--- src/rtl/pad_mux_ctrl.sv ---
// ---------------------------------------------------------------------------
// pad_mux_ctrl
//   Wishbone-controlled pad multiplexer. Each pad carries a 2-bit mode
//   (00 peripheral, 01 software output, 1x tristate). Software writes a
//   SHADOW copy of the modes; a guarded IDLE -> DRAIN -> APPLY sequence then
//   moves the changed pads into the ACTIVE copy that really drives the pads.
//   While a sequence runs, the changed pads are held tristated so two drivers
//   never fight across a mode change.
//
// Ports
//   wb_clk_i, wb_rst_i     clock, synchronous active-high reset
//   wbs_*                  Wishbone slave (one-cycle registered ack)
//   periph_out/periph_oeb  peripheral drive and active-low enable, per pad
//   periph_in              synchronized pad input, for pads in mode 00 only
//   pad_in                 raw asynchronous pad input
//   pad_out/pad_oeb        pad drive and active-low enable
// ---------------------------------------------------------------------------
module pad_mux_ctrl #(
   parameter int          NPADS     = 38,
   parameter logic [31:0] BASE_ADDR = 32'h3000_0000,
   parameter logic [15:0] GUARD_RST = 16'd8
) (
   input  logic             wb_clk_i,
   input  logic             wb_rst_i,
   input  logic             wbs_stb_i,
   input  logic             wbs_cyc_i,
   input  logic             wbs_we_i,
   input  logic [3:0]       wbs_sel_i,
   input  logic [31:0]      wbs_dat_i,
   input  logic [31:0]      wbs_adr_i,
   output logic             wbs_ack_o,
   output logic [31:0]      wbs_dat_o,
   input  logic [NPADS-1:0] periph_out,
   input  logic [NPADS-1:0] periph_oeb,
   output logic [NPADS-1:0] periph_in,
   input  logic [NPADS-1:0] pad_in,
   output logic [NPADS-1:0] pad_out,
   output logic [NPADS-1:0] pad_oeb
);

   // Internal state is kept at the full 48-pad register-map width; bits of
   // pads that do not exist are forced to zero so they read 0 and never
   // differ between SHADOW and ACTIVE.
   localparam int                MAXP      = 48;
   localparam logic [MAXP-1:0]   PAD_VALID = {MAXP{1'b1}} >> (MAXP - NPADS);
   localparam logic [2*MAXP-1:0] SEL_VALID = {(2*MAXP){1'b1}} >> (2*MAXP - 2*NPADS);
   localparam logic [2*MAXP-1:0] SEL_RST   = {MAXP{2'b10}} & SEL_VALID;

   typedef enum logic [1:0] {IDLE, DRAIN, APPLY} state_t;

   state_t            state;
   logic [2*MAXP-1:0] shadow, active, target, mask2;
   logic [MAXP-1:0]   mask, out_r, sync1, sync2, diff, pad_in_w;
   logic [15:0]       guard, cnt;
   logic              wr_q;
   logic [2:0]        wr_idx;
   logic [31:0]       wr_dat;
   logic [3:0]        wr_sel;
   logic              ack_q;
   logic [31:0]       dat_q;
   logic              access, busy, pend;
   logic [31:0]       rd_data, wr_merged;
   logic              unused_adr;

   assign pad_in_w   = MAXP'(pad_in);
   assign unused_adr = ^{wbs_adr_i[7:5], wbs_adr_i[1:0]};

   assign access    = wbs_stb_i & wbs_cyc_i & ~ack_q &
                      (wbs_adr_i[31:8] == BASE_ADDR[31:8]);
   assign busy      = (state != IDLE);
   assign wbs_ack_o = ack_q;
   assign wbs_dat_o = dat_q;

   // Byte-lane merge of new write data over the current register contents.
   function automatic logic [31:0] merge(input logic [31:0] old_w,
                                         input logic [31:0] new_w,
                                         input logic [3:0]  sel);
      logic [31:0] res;
      res = old_w;
      for (int b = 0; b < 4; b++)
         if (sel[b]) res[8*b +: 8] = new_w[8*b +: 8];
      return res;
   endfunction

   // Register-map view; nonexistent pads and CTRL[31:18] read as zero.
   function automatic logic [31:0] reg_word(input logic [2:0] idx);
      case (idx)
         3'd0:    return shadow[31:0];
         3'd1:    return shadow[63:32];
         3'd2:    return shadow[95:64];
         3'd3:    return out_r[31:0];
         3'd4:    return {16'h0, out_r[47:32]};
         3'd5:    return sync2[31:0];
         3'd6:    return {16'h0, sync2[47:32]};
         default: return {14'h0, pend, busy, guard};
      endcase
   endfunction

   // NOTE: every combinational output gets a default before any branch, so
   // no path through the block can leave a value held and infer a latch.
   always_comb begin
      diff  = '0;
      mask2 = '0;
      for (int p = 0; p < MAXP; p++) begin
         diff[p]         = (shadow[2*p +: 2] != active[2*p +: 2]);
         mask2[2*p +: 2] = {2{mask[p]}};
      end
      pend      = |(diff & ~mask);
      rd_data   = reg_word(wbs_adr_i[4:2]);
      wr_merged = merge(reg_word(wr_idx), wr_dat, wr_sel);
   end

   // Pad drive: pads caught in a running sequence stay tristated, the rest
   // follow their ACTIVE mode.
   always_comb begin
      pad_out   = '0;
      pad_oeb   = '1;
      periph_in = '0;
      for (int p = 0; p < NPADS; p++) begin
         if (!(busy && mask[p])) begin
            case (active[2*p +: 2])
               2'b00: begin
                  pad_out[p] = periph_out[p];
                  pad_oeb[p] = periph_oeb[p];
               end
               2'b01: begin
                  pad_out[p] = out_r[p];
                  pad_oeb[p] = 1'b0;
               end
               default: ;
            endcase
         end
         periph_in[p] = (active[2*p +: 2] == 2'b00) & sync2[p];
      end
   end

   // Bus, synchronizer, register writes and the drain/apply sequencer.
   // A write is captured with the access and committed at the end of the
   // ack cycle, so its effect on the pads shows the cycle after ack.
   // NOTE: sequential state uses non-blocking assignments so every register
   // samples the pre-edge values regardless of statement order.
   always_ff @(posedge wb_clk_i) begin
      if (wb_rst_i) begin
         state  <= IDLE;
         shadow <= SEL_RST;
         active <= SEL_RST;
         target <= SEL_RST;
         mask   <= '0;
         out_r  <= '0;
         guard  <= GUARD_RST;
         cnt    <= '0;
         sync1  <= '0;
         sync2  <= '0;
         wr_q   <= 1'b0;
         wr_idx <= '0;
         wr_dat <= '0;
         wr_sel <= '0;
         ack_q  <= 1'b0;
         dat_q  <= '0;
      end else begin
         ack_q <= access;
         dat_q <= (access && !wbs_we_i) ? rd_data : 32'h0;
         wr_q  <= access & wbs_we_i;
         if (access) begin
            wr_idx <= wbs_adr_i[4:2];
            wr_dat <= wbs_dat_i;
            wr_sel <= wbs_sel_i;
         end

         sync1 <= pad_in_w;
         sync2 <= sync1;

         if (wr_q) begin
            case (wr_idx)
               3'd0: shadow[31:0]  <= wr_merged & SEL_VALID[31:0];
               3'd1: shadow[63:32] <= wr_merged & SEL_VALID[63:32];
               3'd2: shadow[95:64] <= wr_merged & SEL_VALID[95:64];
               3'd3: out_r[31:0]   <= wr_merged & PAD_VALID[31:0];
               3'd4: out_r[47:32]  <= wr_merged[15:0] & PAD_VALID[47:32];
               3'd7: guard         <= wr_merged[15:0];
               default: ;  // IN_LO / IN_HI are read-only
            endcase
         end

         case (state)
            IDLE: begin
               if (|diff) begin
                  state  <= DRAIN;
                  mask   <= diff;
                  // Snapshot the target modes: a later SEL write to a pad
                  // already in flight waits for the next sequence.
                  target <= shadow;
                  cnt    <= guard;
               end
            end
            DRAIN: begin
               if (cnt == 16'd0) state <= APPLY;
               else              cnt   <= cnt - 16'd1;
            end
            APPLY: begin
               active <= (active & ~mask2) | (target & mask2);
               mask   <= '0;
               state  <= IDLE;
            end
            default: state <= IDLE;
         endcase
      end
   end

endmodule

--- config.mk ---
export PLATFORM = sky130hd
export DESIGN_NAME = pad_mux_ctrl
export DESIGN_NICKNAME = d
export VERILOG_FILES = /design/src/rtl/pad_mux_ctrl.sv
export SDC_FILE = /design/constraint.sdc
export NUM_CORES = 1
export LEC_CHECK = 0
export BUFFER_PORTS_ARGS = -buffer_cell sky130_fd_sc_hd__buf_2
export CORE_AREA = 5 5 183 230
export CTS_BUF_LIST = sky130_fd_sc_hd__clkbuf_4 sky130_fd_sc_hd__clkbuf_8
export CTS_CLUSTER_DIAMETER = 100
export DETAILED_ROUTE_END_ITERATION = 10
export DIE_AREA = 0 0 188 235
export PLACE_DENSITY_LB_ADDON = 0.08
export SLEW_MARGIN = 25
export SYNTH_ARGS = -nofsm -noshare
export SYNTH_HDL_FRONTEND = slang
export SYNTH_SLANG_ARGS = --single-unit
export TNS_END_PERCENT = 30
--- constraint.sdc ---
create_clock -name wb_clk_i -period 2.9 [get_ports wb_clk_i]
set_input_delay 0.145 -clock wb_clk_i [delete_from_list [all_inputs] [get_ports wb_clk_i]]
set_output_delay 0.145 -clock wb_clk_i [all_outputs]
set_load 0.02 [all_outputs]
==> results.cfg <==
[worst_setup_path]
end_kind = flop
cpMostUsedCell = a21oi_1
worstSetupStartpointType = flop
cpPeakStageDelay_ps = 900
crit_required_ps = 3480
arrival_ps = 3420
slowest_stage = a21oi_1
cp_cell_sequence = buf_4 -> mux4_2 -> a221oi_1 -> a21oi_1 -> nand2_1 -> a21oi_1
crit_fanout = 24
reg2regPathDepth = 6
worstSetupPathType = flop to flop

[floorplanning]
start_util_pct = 58.3
die_area_um2 = 44200
rows = 82
core_um2 = 39600
die_y_um = 235
die_x_um = 188
ios = 334

[synthesis]
yosysMostFrequentCell = dfxtp_1
synth_area_leaders = dfxtp_1 45%, nand2_1 8.0%, a21oi_1 6.8%, mux2i_1 4.7%, nand3_1 4.5%
syn-num-nets = 3007
synth_edf_count = 0
ys_ff_latch = 517
yosys-top-cells-count = 517 x dfxtp_1, 494 x nand2_1, 313 x a21oi_1
synth_largest_area_cell = dfxtp_1
ys_types = 61
netlist.area_leader.share_pct = 44.8
yosysSeqAreaShare_pct = 44.8
netlist_area_um2 = 23100
ys_warn_count = 0
syn-instance-count = 2818
synthFlopType = dfxtp_1
synthArstFlopShare_pct = 0
syn_area_per_cell_um2 = 8.19

[power]
leakagePower_nw = 11.9
ir_drop_mv = 0.533
power.internal_w = 0.0112
design_power_total_w = 0.0145
p_sw_share_pct = 22.6
comb_power_share_pct = 3.8
power_frac_seq_pct = 49.6
powerDensity_nw_per_um2 = 503
clockPowerShare_pct = 46.6
p_sw_w = 0.00328

[place]
gp_congestion = 0.992
place_ws_ps = 225
dp_hpwl_um = 66400
io_buffers = 328

[detailed_routing]
via_per_inst = 6.22
drtIter0Drc = 2960
routed_wl_um = 92000
routedWlPerCell_um = 23.8
num_vias = 24054
drcViolationCount = 0
ant_nets = 0
drt_pre_antenna_iters = 6

[clock_tree]
cts.clk_slew.worst_paths_ps = 70
numCtsBuffers = 81
numClockSinks = 517
cts_setup_buffers = 0
clk_latency_ps = 670
cts-root-buf = clkbuf_8
cts_tree = yes
cts_buffer_depth = 3
htree_levels = 3

[grt]
grt_pass1_wl_um = 136000
antenna_found_initial = 10
track_usage_pct = 39.6
overflow = 0
grt_pass1_vias = 22710
grt_max_degree = 111

[cells_and_area]
multi_input_area_um2 = 11800
n_fill_cell = 3200
regArea_um2 = 10400
drive_gt1_share_pct = 21.2
nNetsFinal = 3490
areaGrowthSynthToFinish_pct = 25.0

[timing]
hold_viol = 0
slew_headroom_pct = 22.7
finalSetupTns_ps = 0
worst_slack_ps = 56.6
setup_violations = 0
fin_crit_sh_pct = 98.0
fmax_mhz = 352
worst_pin_slew_ps = 1150
rsz0062_at_grt = no
slew_viol_final = 0
clock_skew_ps = 28.0
min_period_ps = 2840

[flow_run]
max_cap_violations = 0

[min_path]
whs_path_depth = 4
min_path_type = input pin to flop

[run_status]
status = finished clean
[cell families after synthesis]
logic type / after synthesis / share of synthesized area (%)
compound gates: 648 / 16.8
mux: 154 / 7.51
simple gates: 1172 / 23.6
buf+inv: 249 / 4.26
flops: 517 / 44.8
fa+ha+maj: 2 / 0.108
xor+xnor: 76 / 2.88
[timing repair]
item                       in CTS  in global routing
hold endpoints to repair       84                  0
setup endpoints to repair       0                  1
resized for setup               0                  2
hold buffers                   85                  0
[power groups by stage]
stage | Combinational [W] | Sequential (W) | Clock [W]
global placement | 0.000442 | 0.00735 | 0
detailed placement | 0.000449 | 0.00735 | 0
CTS | 0.000530 | 0.00720 | 0.00679
floorplan | 0.000237 | 0.00732 | 0
global route | 0.000583 | 0.00720 | 0.00710
finish | 0.000546 | 0.00720 | 0.00676
[layer usage]
metal  wire [um]  global-route usage, %  vias up
li1            -                      -    10784
met1       34200                   50.4    11254
met2       41100                   62.1     1642
met3       10600                   8.86      366
met4        6090                   22.5        8
met5          42                      0        -
[placed cells by master (no fill, tap or decap), drive strengths merged, types with 19 or more instances in the layout]
| cell type | netlist | final |
|---|---|---|
| dfxtp | 517 | 517 |
| buf | 43 | 507 |
| nand2 | 494 | 494 |
| a21oi | 313 | 313 |
| nand3 | 209 | 209 |
| nor2 | 179 | 179 |
| clkbuf | 149 | 123 |
| nor2b | 120 | 120 |
| mux2i | 109 | 109 |
| o21ai | 107 | 107 |
| dlygate4sd3 | 0 | 85 |
| a22oi | 62 | 62 |
| xnor2 | 60 | 60 |
| inv | 54 | 53 |
| o211ai | 50 | 50 |
| nor3b | 41 | 41 |
| mux2 | 33 | 33 |
| and2 | 28 | 28 |
| a211oi | 27 | 27 |
| nor4 | 25 | 25 |
| o21a | 19 | 19 |
| nor3 | 19 | 19 |
[per-stage QoR]
step	instances	cell area [um2]	hold slack, ps	utilization, %
floorplan	2818	23100	267	-
global placement	3637	26200	354	66.2
detailed placement	3637	26200	357	66.2
CTS	3865	28900	53.2	72.8
global route	3865	28900	123	72.9
finish	3868	28900	109	72.9
[worst max-delay path: cells and delay by family (launching register included)]
kind | cells | cell delay (ps)
buffers and inverters | 1 | 480
AO/OA/AOI/OAI | 3 | 1150
flip-flops | 1 | 700
multiplexers | 1 | 290
AND/OR/NAND/NOR | 1 | 130
[final cells by class]
type                            instances  share of cell area [%]
Tap cell                              504                    2.18
Sequential cell                       517                    35.9
Antenna cell                            3                  0.0260
Inverter                               57                   0.745
Clock inverter                         20                   0.737
Timing Repair Buffer                  592                    14.1
Clock buffer                          123                    5.45
Multi-Input combinational cell       2052                    40.9
[path summary, 6_finish.rpt]
path,slack [ps],start,to
setup / recovery,60,wr_idx[0],shadow[70]
hold / removal,110,wbs_adr_i[4],wr_idx[2]
setup reg to reg,60,wr_idx[0],shadow[70]
hold reg to reg,430,sync1[23],sync2[23]
No activity file was read; power rests on OpenSTA's default activity.
